$ cat src/rtl/issue_scheduler_if.sv
// issue_scheduler_if: reservation-station request bus plus FU issue port of the issue scheduler.
// master is the scheduler side, slave is the stations/FU side.
interface issue_scheduler_if #(
    parameter int NUM_RS = 4,
    parameter int SLOT_W = 3,
    parameter int TAG_W  = 5
);
    logic [NUM_RS-1:0]        req_valid;
    logic [NUM_RS*SLOT_W-1:0] req_slot;
    logic [NUM_RS*4-1:0]      req_op;
    logic [NUM_RS*7-1:0]      req_opcode;
    logic [NUM_RS*32-1:0]     req_vj;
    logic [NUM_RS*32-1:0]     req_vk;
    logic [NUM_RS*32-1:0]     req_imm;
    logic [NUM_RS*TAG_W-1:0]  req_rob_tag;
    logic [NUM_RS-1:0]        execute_clear;
    logic [NUM_RS*SLOT_W-1:0] execute_slot;
    logic                     fu_valid;
    logic                     fu_ready;
    logic [3:0]               fu_op;
    logic [6:0]               fu_opcode;
    logic [31:0]              fu_vj;
    logic [31:0]              fu_vk;
    logic [31:0]              fu_imm;
    logic [TAG_W-1:0]         fu_rob_tag;

    modport master (
        input  req_valid, req_slot, req_op, req_opcode, req_vj, req_vk, req_imm, req_rob_tag, fu_ready,
        output execute_clear, execute_slot, fu_valid, fu_op, fu_opcode, fu_vj, fu_vk, fu_imm, fu_rob_tag
    );

    modport slave (
        output req_valid, req_slot, req_op, req_opcode, req_vj, req_vk, req_imm, req_rob_tag, fu_ready,
        input  execute_clear, execute_slot, fu_valid, fu_op, fu_opcode, fu_vj, fu_vk, fu_imm, fu_rob_tag
    );
endinterface

$ cat src/rtl/issue_scheduler.sv
// issue_scheduler: round-robin grant of one FU issue port among NUM_RS stations into a single-entry issue register.
// Define ISSUE_SCHED_PERF_EN to add perf_issue_cnt/perf_stall_cnt counters.
module issue_scheduler #(
    parameter int NUM_RS = 4,
    parameter int SLOT_W = 3,
    parameter int TAG_W  = 5
) (
    input  logic              clk,
    input  logic              rst_n,
    input  logic              flush,
    issue_scheduler_if.master bus
`ifdef ISSUE_SCHED_PERF_EN
    ,
    output logic [31:0]       perf_issue_cnt,
    output logic [31:0]       perf_stall_cnt
`endif
);
    localparam int PTR_W = NUM_RS > 1 ? $clog2(NUM_RS) : 1;

    logic [PTR_W-1:0] rr_q, rr_d, gnt_idx, cand;
    logic             gnt, accept, fu_valid_q, fu_valid_d;
    logic [3:0]       op_q;
    logic [6:0]       opcode_q;
    logic [31:0]      vj_q, vk_q, imm_q;
    logic [TAG_W-1:0] tag_q;

    assign accept = !fu_valid_q || bus.fu_ready;

    // Scan downward so the station closest to rr_q wins.
    always_comb begin
        gnt = 1'b0;
        gnt_idx = '0;
        cand = '0;
        for (int k = NUM_RS - 1; k >= 0; k--) begin
            cand = PTR_W'((int'(rr_q) + k) % NUM_RS);
            if (bus.req_valid[cand]) begin
                gnt = 1'b1;
                gnt_idx = cand;
            end
        end
        gnt = gnt && accept && !flush && rst_n;
        rr_d = gnt ? PTR_W'((int'(gnt_idx) + 1) % NUM_RS) : rr_q;
        fu_valid_d = gnt || (fu_valid_q && !flush && !bus.fu_ready);
    end

    always_comb begin
        bus.execute_clear = '0;
        bus.execute_slot = '0;
        for (int i = 0; i < NUM_RS; i++) begin
            if (gnt && gnt_idx == PTR_W'(i)) begin
                bus.execute_clear[i] = 1'b1;
                bus.execute_slot[i*SLOT_W +: SLOT_W] = bus.req_slot[i*SLOT_W +: SLOT_W];
            end
        end
    end

    always_ff @(posedge clk) begin
        if (!rst_n) begin
            rr_q <= '0;
            fu_valid_q <= 1'b0;
            op_q <= '0;
            opcode_q <= '0;
            vj_q <= '0;
            vk_q <= '0;
            imm_q <= '0;
            tag_q <= '0;
        end else begin
            rr_q <= rr_d;
            fu_valid_q <= fu_valid_d;
            if (gnt) begin
                op_q <= bus.req_op[int'(gnt_idx)*4 +: 4];
                opcode_q <= bus.req_opcode[int'(gnt_idx)*7 +: 7];
                vj_q <= bus.req_vj[int'(gnt_idx)*32 +: 32];
                vk_q <= bus.req_vk[int'(gnt_idx)*32 +: 32];
                imm_q <= bus.req_imm[int'(gnt_idx)*32 +: 32];
                tag_q <= bus.req_rob_tag[int'(gnt_idx)*TAG_W +: TAG_W];
            end
        end
    end

    assign bus.fu_valid = fu_valid_q;
    assign bus.fu_op = op_q;
    assign bus.fu_opcode = opcode_q;
    assign bus.fu_vj = vj_q;
    assign bus.fu_vk = vk_q;
    assign bus.fu_imm = imm_q;
    assign bus.fu_rob_tag = tag_q;

`ifdef ISSUE_SCHED_PERF_EN
    logic [31:0] issue_cnt_q, stall_cnt_q;

    always_ff @(posedge clk) begin
        if (!rst_n) begin
            issue_cnt_q <= '0;
            stall_cnt_q <= '0;
        end else begin
            issue_cnt_q <= issue_cnt_q + {31'b0, gnt};
            stall_cnt_q <= stall_cnt_q + {31'b0, |bus.req_valid && !gnt};
        end
    end

    assign perf_issue_cnt = issue_cnt_q;
    assign perf_stall_cnt = stall_cnt_q;
`endif
endmodule

$ cat src/flat_wrapper.sv
// flat-port wrapper written by rule: the top's interface ports become plain ports
module issue_scheduler_flat 
#(
    parameter int NUM_RS = 4,
    parameter int SLOT_W = 3,
    parameter int TAG_W  = 5
)
  (clk, rst_n, flush, bus_req_valid, bus_req_slot, bus_req_op, bus_req_opcode, bus_req_vj, bus_req_vk, bus_req_imm, bus_req_rob_tag, bus_fu_ready, bus_execute_clear, bus_execute_slot, bus_fu_valid, bus_fu_op, bus_fu_opcode, bus_fu_vj, bus_fu_vk, bus_fu_imm, bus_fu_rob_tag);
  issue_scheduler_if #(.NUM_RS(NUM_RS), .SLOT_W(SLOT_W), .TAG_W(TAG_W)) bus_i ();
  input  logic clk;
  input  logic rst_n;
  input  logic flush;
  input wire logic [$bits(bus_i.req_valid)-1:0] bus_req_valid;
  input wire logic [$bits(bus_i.req_slot)-1:0] bus_req_slot;
  input wire logic [$bits(bus_i.req_op)-1:0] bus_req_op;
  input wire logic [$bits(bus_i.req_opcode)-1:0] bus_req_opcode;
  input wire logic [$bits(bus_i.req_vj)-1:0] bus_req_vj;
  input wire logic [$bits(bus_i.req_vk)-1:0] bus_req_vk;
  input wire logic [$bits(bus_i.req_imm)-1:0] bus_req_imm;
  input wire logic [$bits(bus_i.req_rob_tag)-1:0] bus_req_rob_tag;
  input wire logic [$bits(bus_i.fu_ready)-1:0] bus_fu_ready;
  output wire logic [$bits(bus_i.execute_clear)-1:0] bus_execute_clear;
  output wire logic [$bits(bus_i.execute_slot)-1:0] bus_execute_slot;
  output wire logic [$bits(bus_i.fu_valid)-1:0] bus_fu_valid;
  output wire logic [$bits(bus_i.fu_op)-1:0] bus_fu_op;
  output wire logic [$bits(bus_i.fu_opcode)-1:0] bus_fu_opcode;
  output wire logic [$bits(bus_i.fu_vj)-1:0] bus_fu_vj;
  output wire logic [$bits(bus_i.fu_vk)-1:0] bus_fu_vk;
  output wire logic [$bits(bus_i.fu_imm)-1:0] bus_fu_imm;
  output wire logic [$bits(bus_i.fu_rob_tag)-1:0] bus_fu_rob_tag;
  assign bus_i.req_valid = bus_req_valid;
  assign bus_i.req_slot = bus_req_slot;
  assign bus_i.req_op = bus_req_op;
  assign bus_i.req_opcode = bus_req_opcode;
  assign bus_i.req_vj = bus_req_vj;
  assign bus_i.req_vk = bus_req_vk;
  assign bus_i.req_imm = bus_req_imm;
  assign bus_i.req_rob_tag = bus_req_rob_tag;
  assign bus_i.fu_ready = bus_fu_ready;
  assign bus_execute_clear = bus_i.execute_clear;
  assign bus_execute_slot = bus_i.execute_slot;
  assign bus_fu_valid = bus_i.fu_valid;
  assign bus_fu_op = bus_i.fu_op;
  assign bus_fu_opcode = bus_i.fu_opcode;
  assign bus_fu_vj = bus_i.fu_vj;
  assign bus_fu_vk = bus_i.fu_vk;
  assign bus_fu_imm = bus_i.fu_imm;
  assign bus_fu_rob_tag = bus_i.fu_rob_tag;
  issue_scheduler #(.NUM_RS(NUM_RS), .SLOT_W(SLOT_W), .TAG_W(TAG_W)) u_core (.clk(clk), .rst_n(rst_n), .flush(flush), .bus(bus_i));
endmodule
$ cat config.mk
export PLATFORM = sky130hd
export DESIGN_NAME = issue_scheduler_flat
export DESIGN_NICKNAME = d
export VERILOG_FILES = /design/src/rtl/issue_scheduler_if.sv /design/src/rtl/issue_scheduler.sv /design/src/flat_wrapper.sv
export SDC_FILE = /design/constraint.sdc
export NUM_CORES = 1
export LEC_CHECK = 0
export ABC_AREA = 1
export BUFFER_PORTS_ARGS = -buffer_cell sky130_fd_sc_hd__buf_2
export CAP_MARGIN = 40
export CORE_AREA = 4 4 228 230
export CTS_CLUSTER_SIZE = 40
export DETAILED_ROUTE_END_ITERATION = 8
export DIE_AREA = 0 0 232 234
export SLEW_MARGIN = 20
export SYNTH_ARGS = -nofsm -noshare
export SYNTH_HDL_FRONTEND = slang
export SYNTH_SLANG_ARGS = --single-unit
$ cat constraint.sdc
create_clock -name clk -period 6.1 [get_ports clk]
set_clock_uncertainty 0.1 [all_clocks]
set_input_delay 0 -clock clk [delete_from_list [all_inputs] [get_ports clk]]
set_output_delay 0 -clock clk [all_outputs]
set_load 0.01 [all_outputs]
==> results of run 1 <==
-- flip-flops by register name (all words and copies together) (netlist names) --
signal	count
u_core.bus.fu_imm	32
u_core.bus.fu_vj	32
u_core.bus.fu_vk	32
u_core.bus.fu_opcode	7
u_core.bus.fu_rob_tag	5
u_core.bus.fu_op	4
u_core.rr_q	2
u_core.bus.fu_valid	1
-- through the flow --
| stage | setup WS (ps) | hold WS, ps | area [um2] |
|---|---|---|---|
| 2_1_floorplan | 3920 | -20.7 | 10400 |
| 3_3_place_gp | 2370 | 91.2 | 13800 |
| 3_5_place_dp | 2320 | 94.0 | 13800 |
| 4_1_cts | 1310 | 27.3 | 17800 |
| 5_1_grt | 955 | 77.8 | 17800 |
| 6_report | 1280 | 71.0 | 17800 |
-- critical path, cell delays in order (launching register included) --
cell	delay (ps)
dfxtp_1	660
inv_1	150
nand2_1	110
nand3_1	90
nand2_1	100
nand3_1	130
nand2_1	190
nand2_8	380
nand2_4	770
buf_4	430
nand2_1	110
nand3_1	80
dlygate4sd3_1	560
nand3_1	70
dlygate4sd3_1	570
nand2_1	60
inv_1	40
-- power by group through the flow --
| stage | combinational, uW | clock [uW] | sequential, uW |
|---|---|---|---|
| finish | 2010 | 1100 | 878 |
| global route | 2230 | 1170 | 886 |
| CTS | 1990 | 1140 | 878 |
| detailed placement | 1580 | 0 | 893 |
| global placement | 1570 | 0 | 891 |
| floorplan | 1020 | 0 | 920 |
-- cells by family (layout without fill, tap and decap cells) --
kind of cell               Yosys count  count (layout)  synth area share (%)
other                                0               3                     0
AOI/OAI and AO/OA                    9               9                 0.432
adders and majority gates            4               4                 0.480
and+or+nand+nor                   1171            1171                  49.1
DFF                                115             115                  22.1
buffers and inverters              725            1565                  27.8
xor gates and xnor gates             1               1                 0.156
-- placed cells by master (no fill, tap or decap) --
| cell | instances |
|---|---|
| xnor2_2 | 1 |
| buf_16 | 2 |
| bufinv_16 | 4 |
| o21ai_1 | 3 |
| clkinv_2 | 2 |
| buf_4 | 8 |
| nand2_8 | 1 |
| nand4_1 | 1 |
| a21oi_1 | 4 |
| diode_2 | 3 |
| buf_12 | 5 |
| nor2_1 | 240 |
| buf_2 | 596 |
| nand3_4 | 1 |
| dfxtp_1 | 115 |
| o21ai_0 | 2 |
| nand2_4 | 1 |
| nor3_1 | 2 |
| clkbuf_8 | 3 |
| nand3_1 | 566 |
| inv_8 | 1 |
| dlygate4sd3_1 | 335 |
| clkinv_4 | 1 |
| inv_2 | 1 |
| clkbuf_16 | 17 |
| nand2b_4 | 1 |
| clkinvlp_4 | 2 |
| clkbuf_1 | 1 |
| nand2_1 | 358 |
| inv_4 | 2 |
| ha_1 | 4 |
| inv_1 | 585 |
-- layer usage --
layer / vias to the layer above / routed length, um / GRT usage, %
met5: - / 7 / 0
met4: 2 / 2050 / 8.22
met3: 87 / 4400 / 4.83
met2: 644 / 22400 / 28.2
met1: 6636 / 19500 / 19.6
li1: 7614 / - / -
-- worst paths after layout --
check,startpoint,end,cells past startpoint
setup reg to reg,u_core.rr_q[0]$_SDFFE_PN0P_,u_core.bus.fu_imm[22]$_SDFFE_PN0P_,16
hold reg to reg,u_core.bus.fu_imm[26]$_SDFFE_PN0P_,u_core.bus.fu_imm[26]$_SDFFE_PN0P_,4
setup / recovery,u_core.rr_q[0]$_SDFFE_PN0P_,u_core.bus.fu_imm[22]$_SDFFE_PN0P_,16
hold / removal,bus_req_vk[72],u_core.bus.fu_vk[8]$_SDFFE_PN0P_,7
-- area by class of cell --
type | count | area (um2) | share of cell area, %
sequential | 115 | 2300 | 12.9
clock buffer | 21 | 470 | 2.64
multi-input combinational | 1185 | 5270 | 29.6
timing repair buffer | 946 | 6550 | 36.8
inverter | 589 | 2220 | 12.5
antenna | 3 | 7.51 | 0.0421
tap | 672 | 841 | 4.72
clock inverter | 9 | 154 | 0.864
==> impl_results.md, run 1 <==
* Max Cap Viol at 0
* Max-slew headroom at 43.9%
* Pin count of the biggest net entering global routing at 148
* Post-synth EDFFs at 0
* DR DRC count at 0
* Clock network fraction of design power at about 28%
* Drt total wl at slightly below 50 mm
* FF+latch count, synth at about 120
* Power Internal at around 2500 uW
* Setup violators final at 0
* Chip width at about 230 um
* Fraction of layout cells with a size suffix above 1 at about 23%
* Htree depth at 4
* Vias at 14983
* Vias per inst at around 4.2
* Most frequent cell after synthesis: inv_1
* Worst vdd ir at about 0.15 mV
* Antenna violations before repair at 5
* Final hold vios at 0
* Ys flop type: dfxtp_1
* Register-to-register setup slack at 1280 ps
* Worst setup SP type: flip-flop
* Status: finished, final reports clean
* Syn avg cell area at 5.15 um2
* Async SR Flop Fraction at 0%
* Crit path max fanout at 95
* Die H at about 230 um
* Num rows at 82
* WL/cell at about 14 um
* Worst-Margin Slew at around 840 ps
* Worst setup EP type: flip-flop
* Hold Crit Class: input pin to flip-flop
* GR Overflow Total at 0
* Crit path DAT at between 5000 and 6000 ps
* Finished Layout Cells at 3540
* Mapped Area at between 10000 and 15000 um2
* Die area at 54300 um2
* Fill count at ~5500
* Leading post-synthesis cells by cell area: nand3_1 (27%), dfxtp_1 (22%), inv_1 (21%)
* Detailed-router iteration count before antenna repair at 5
* Number of library cell types mapped by synthesis at 22
* CTS Buf Count at 17
* Clock Latency Late Sink at 440 ps
* Yosys warns at 0
* Area Overhead vs Synth at 70.8%
* Root buf cell: clkbuf_16
* Seq/Total Area, Yosys at 22.1%
* Cells after DPL at approximately 3200
* CTS clk-pin slew, worst paths at 60 ps
* Final nets at roughly 3300
* Leakage at roughly 0.011 uW
* Part of the power in registers at between 20% and 30%
* Post-CTS sizing at 0
* First-pass GRT wire length at about 73 mm
* Psw at between 1500 and 2000 uW
* Vias in the first global route at 14265
* Port Buf Inserts at about 600
* Post-synth top area share at 27.1%
* DP HPWL at ~34 mm
* Mapped Cells at between 2000 and 2500
* Pins Over Slew Limit at 0
* Cts hold-fix bufs at 335
* Starting Density at between 20% and 30%
* Crit Path Class: flip-flop to flip-flop
* Antenna Violating Nets Remaining at 0
* GP Congestion at between 0.8 and 0.9
* Tcrit/Tclk final at between 70% and 80%
* Fin crit period at 4820 ps
* Top cells by count, synth: inv_1 (585), nand3_1 (566), nand2_1 (359), nor2_1 (240), dfxtp_1 (115)
* Combinational power share at roughly half
* RSZ-0062 raised after global routing: no
* # IOs at about 600
* Sw frac at 38.2%
* 1st-iter DRT viols at approximately 780
* Finished Core Util at 35.7%
* FMAX at 0.207 GHz
* Setup TNS at 0 ps
* Final Power at roughly 4000 uW
* Post-CTS Setup Inserts at 0
* Pwr dens at 224 nW/um2
* Gr usage total at between 15 and 20%
* Clock sinks at roughly 120
* CORE AREA at ~50000 um2
* CTS tree: built
* Critical Path RT at about 6300 ps
* Max Buffers Root-to-Sink at 2
* Yosys top cell by area: nand3_1
* Syn nets at between 2000 and 2500
Power figures use the tool's default switching activity.
==> run 2, diff against run 1 <==
clock period = 4.5 ns   (was 6.1 ns; I/O delays follow)
==> impl_results.md, run 2 (synthesized netlist as in run 1, its figures left out) <==
* Num rows at 82 (unchanged)
* Htree depth at 4 (unchanged)
* Vias in the first global route at 14393 (+0.90%)
* Pwr dens at 297 nW/um2 (+33%)
* Antenna Violating Nets Remaining at 0 (unchanged)
* Vias per inst at 4.24 (about the same)
* Die H at 234 um (unchanged)
* CORE AREA at 49900 um2 (unchanged)
* Chip width at 232 um (unchanged)
* Cells after DPL at 3177 (+0.19%)
* Drt total wl at 49.5 mm (+2.4%)
* GP Congestion at 0.867 (-0.93%)
* Max Cap Viol at 0 (unchanged)
* Worst setup EP type: flip-flop
* Port Buf Inserts at 596 (unchanged)
* Area Overhead vs Synth at 71.1%
* Fill count at 5499 (+0.22%)
* Setup TNS at 0 ps (unchanged)
* First-pass GRT wire length at 74.9 mm (+2.3%)
* RSZ-0062 raised after global routing: no
* Most frequent cells in the layout: buf_2 (596), inv_1 (585), nand3_1 (566)
* Detailed-router iteration count before antenna repair at 5 (unchanged)
* Max Buffers Root-to-Sink at 2 (unchanged)
* Hold Crit Class: input pin to output port
* CP cell instances: nand2_1 > o21ai_1 > nand2_1 > nand3_1 > nand2_1 > nand2_8 > buf_4 > nand3_1 > nand3_1 > dlygate4sd3_1 > nand3_1 > dlygate4sd3_1 > nand2_1 > inv_1
* DP HPWL at 34.2 mm (+1.0%)
* Commonest non-fill, non-tap cell in the layout: buf_2
* Worst path top cell family by delay: buffers and inverters
* Fraction of layout cells with a size suffix above 1 at 22.8% (+0.13 points)
* Root buf cell: clkbuf_16
* DR DRC count at 0 (unchanged)
* # IOs at 597 (unchanged)
* Clock sinks at 115 (unchanged)
* Final hold vios at 0 (unchanged)
* Finished Layout Cells at 3549 (+0.25%)
* Gr usage total at 17.3% (+0.55 points)
* Critical Path RT at 4760 ps (-1580 ps)
* Crit path largest cell delay at 700 ps (-70 ps)
* Final Power at 5310 uW (+33%)
* Status: finished, final reports clean
* Crit path max fanout at 78 (-18%)
* Crit Path Class: flip-flop to flip-flop
* Final nets at 3336 (+0.30%)
* Leakage at 0.0106 uW (+0.13%)
* Clock Latency Late Sink at 460 ps (+20 ps)
* Fin crit period at 4180 ps (-643 ps)
* Max-slew headroom at 41.8% (-2.1 points)
* Crit path DAT at 4440 ps (-620 ps)
* Max stage delay cell, worst path: buf_4
* GR Overflow Total at 0 (unchanged)
* Worst Path Buf+Inv at 4 (-1)
* Antenna violations before repair at 3 (-2)
* Starting Density at 20.9% (unchanged)
* Worst-Margin Slew at 873 ps (+32.1 ps)
* Setup violators final at 0 (unchanged)
* 1st-iter DRT viols at 756 (-2.7%)
* Pins Over Slew Limit at 0 (unchanged)
* CTS clk-pin slew, worst paths at 60 ps (about the same)
* Vias at 15035 (+0.35%)
* Worst vdd ir at 0.236 mV (+57%)
* Hold WS at 191 ps (+120 ps)
* FMAX at 0.239 GHz (+15%)
* Pin count of the biggest net entering global routing at 184 (+24%)
* CTS tree: built
* CTS Buf Count at 17 (unchanged)
* WL/cell at 13.9 um (+2.1%)
* Die area at 54300 um2 (unchanged)
* Worst setup SP type: flip-flop
* Tcrit/Tclk final at 92.9% (+14 points)
[run 2: final timing paths]
| kind | start | end | slack, ps | cells after the start |
|---|---|---|---|---|
| worst max-delay path | u_core.rr_q[0]$_SDFFE_PN0P_ | u_core.bus.fu_vj[6]$_SDFFE_PN0P_ | 320 | 14 |
| worst min-delay path | bus_req_slot[9] | bus_execute_slot[9] | 190 | 4 |
| worst max register to register | u_core.rr_q[0]$_SDFFE_PN0P_ | u_core.bus.fu_vj[6]$_SDFFE_PN0P_ | 320 | 14 |
| worst min register to register | u_core.bus.fu_vj[17]$_SDFFE_PN0P_ | u_core.bus.fu_vj[17]$_SDFFE_PN0P_ | 450 | 4 |
[run 2: report_power, final]
| group | switching (uW) | internal (uW) |
|---|---|---|
| Sequential | 64.9 | 1130 |
| Clock | 535 | 847 |
| Combinational | 1480 | 1260 |
| Total | 2080 | 3230 |
[run 2: per-layer routing]
metal / routed length, um / vias to the layer above / track usage (%) / share of wire [%]
met1: 19800 / 6622 / 19.8 / 40
met5: 7 / - / 0 / 0.014
met2: 23100 / 651 / 29.4 / 47
met4: 2320 / 2 / 9.55 / 4.7
li1: - / 7639 / - / -
met3: 4260 / 121 / 4.65 / 8.6
[run 2: layout make-up]
| type | count | area, um2 | area share, % |
|---|---|---|---|
| clock buffer | 21 | 470 | 2.64 |
| inverter | 589 | 2220 | 12.5 |
| timing repair buffer | 956 | 6630 | 37.1 |
| multi-input combinational | 1185 | 5280 | 29.6 |
| antenna | 2 | 5.00 | 0.0280 |
| sequential | 115 | 2300 | 12.9 |
| tap | 672 | 841 | 4.71 |
| clock inverter | 9 | 106 | 0.596 |
[run 2: tightest hold or removal path: stages]
cell and delay, ps:
buf_2 90, inv_1 40, nor2_1 30, buf_2 120
[run 2: timing repair]
| action | in CTS | in global routing |
|---|---|---|
| setup buffers | 0 | 0 |
| endpoints found under the setup margin | 0 | 111 |
| hold buffers | 340 | 0 |
| resized for setup | 0 | 3 |
| endpoints found under the hold margin | 115 | 0 |
[run 2: per-stage QoR]
stage	worst slack (ps)	area [um2]	util (%)
after floorplan	2320	10400	-
after global placement	1130	13900	27.8
after detailed placement	1100	13900	27.8
after CTS	75.8	17800	35.8
after global routing	15.4	17900	35.8
final	320	17900	35.8
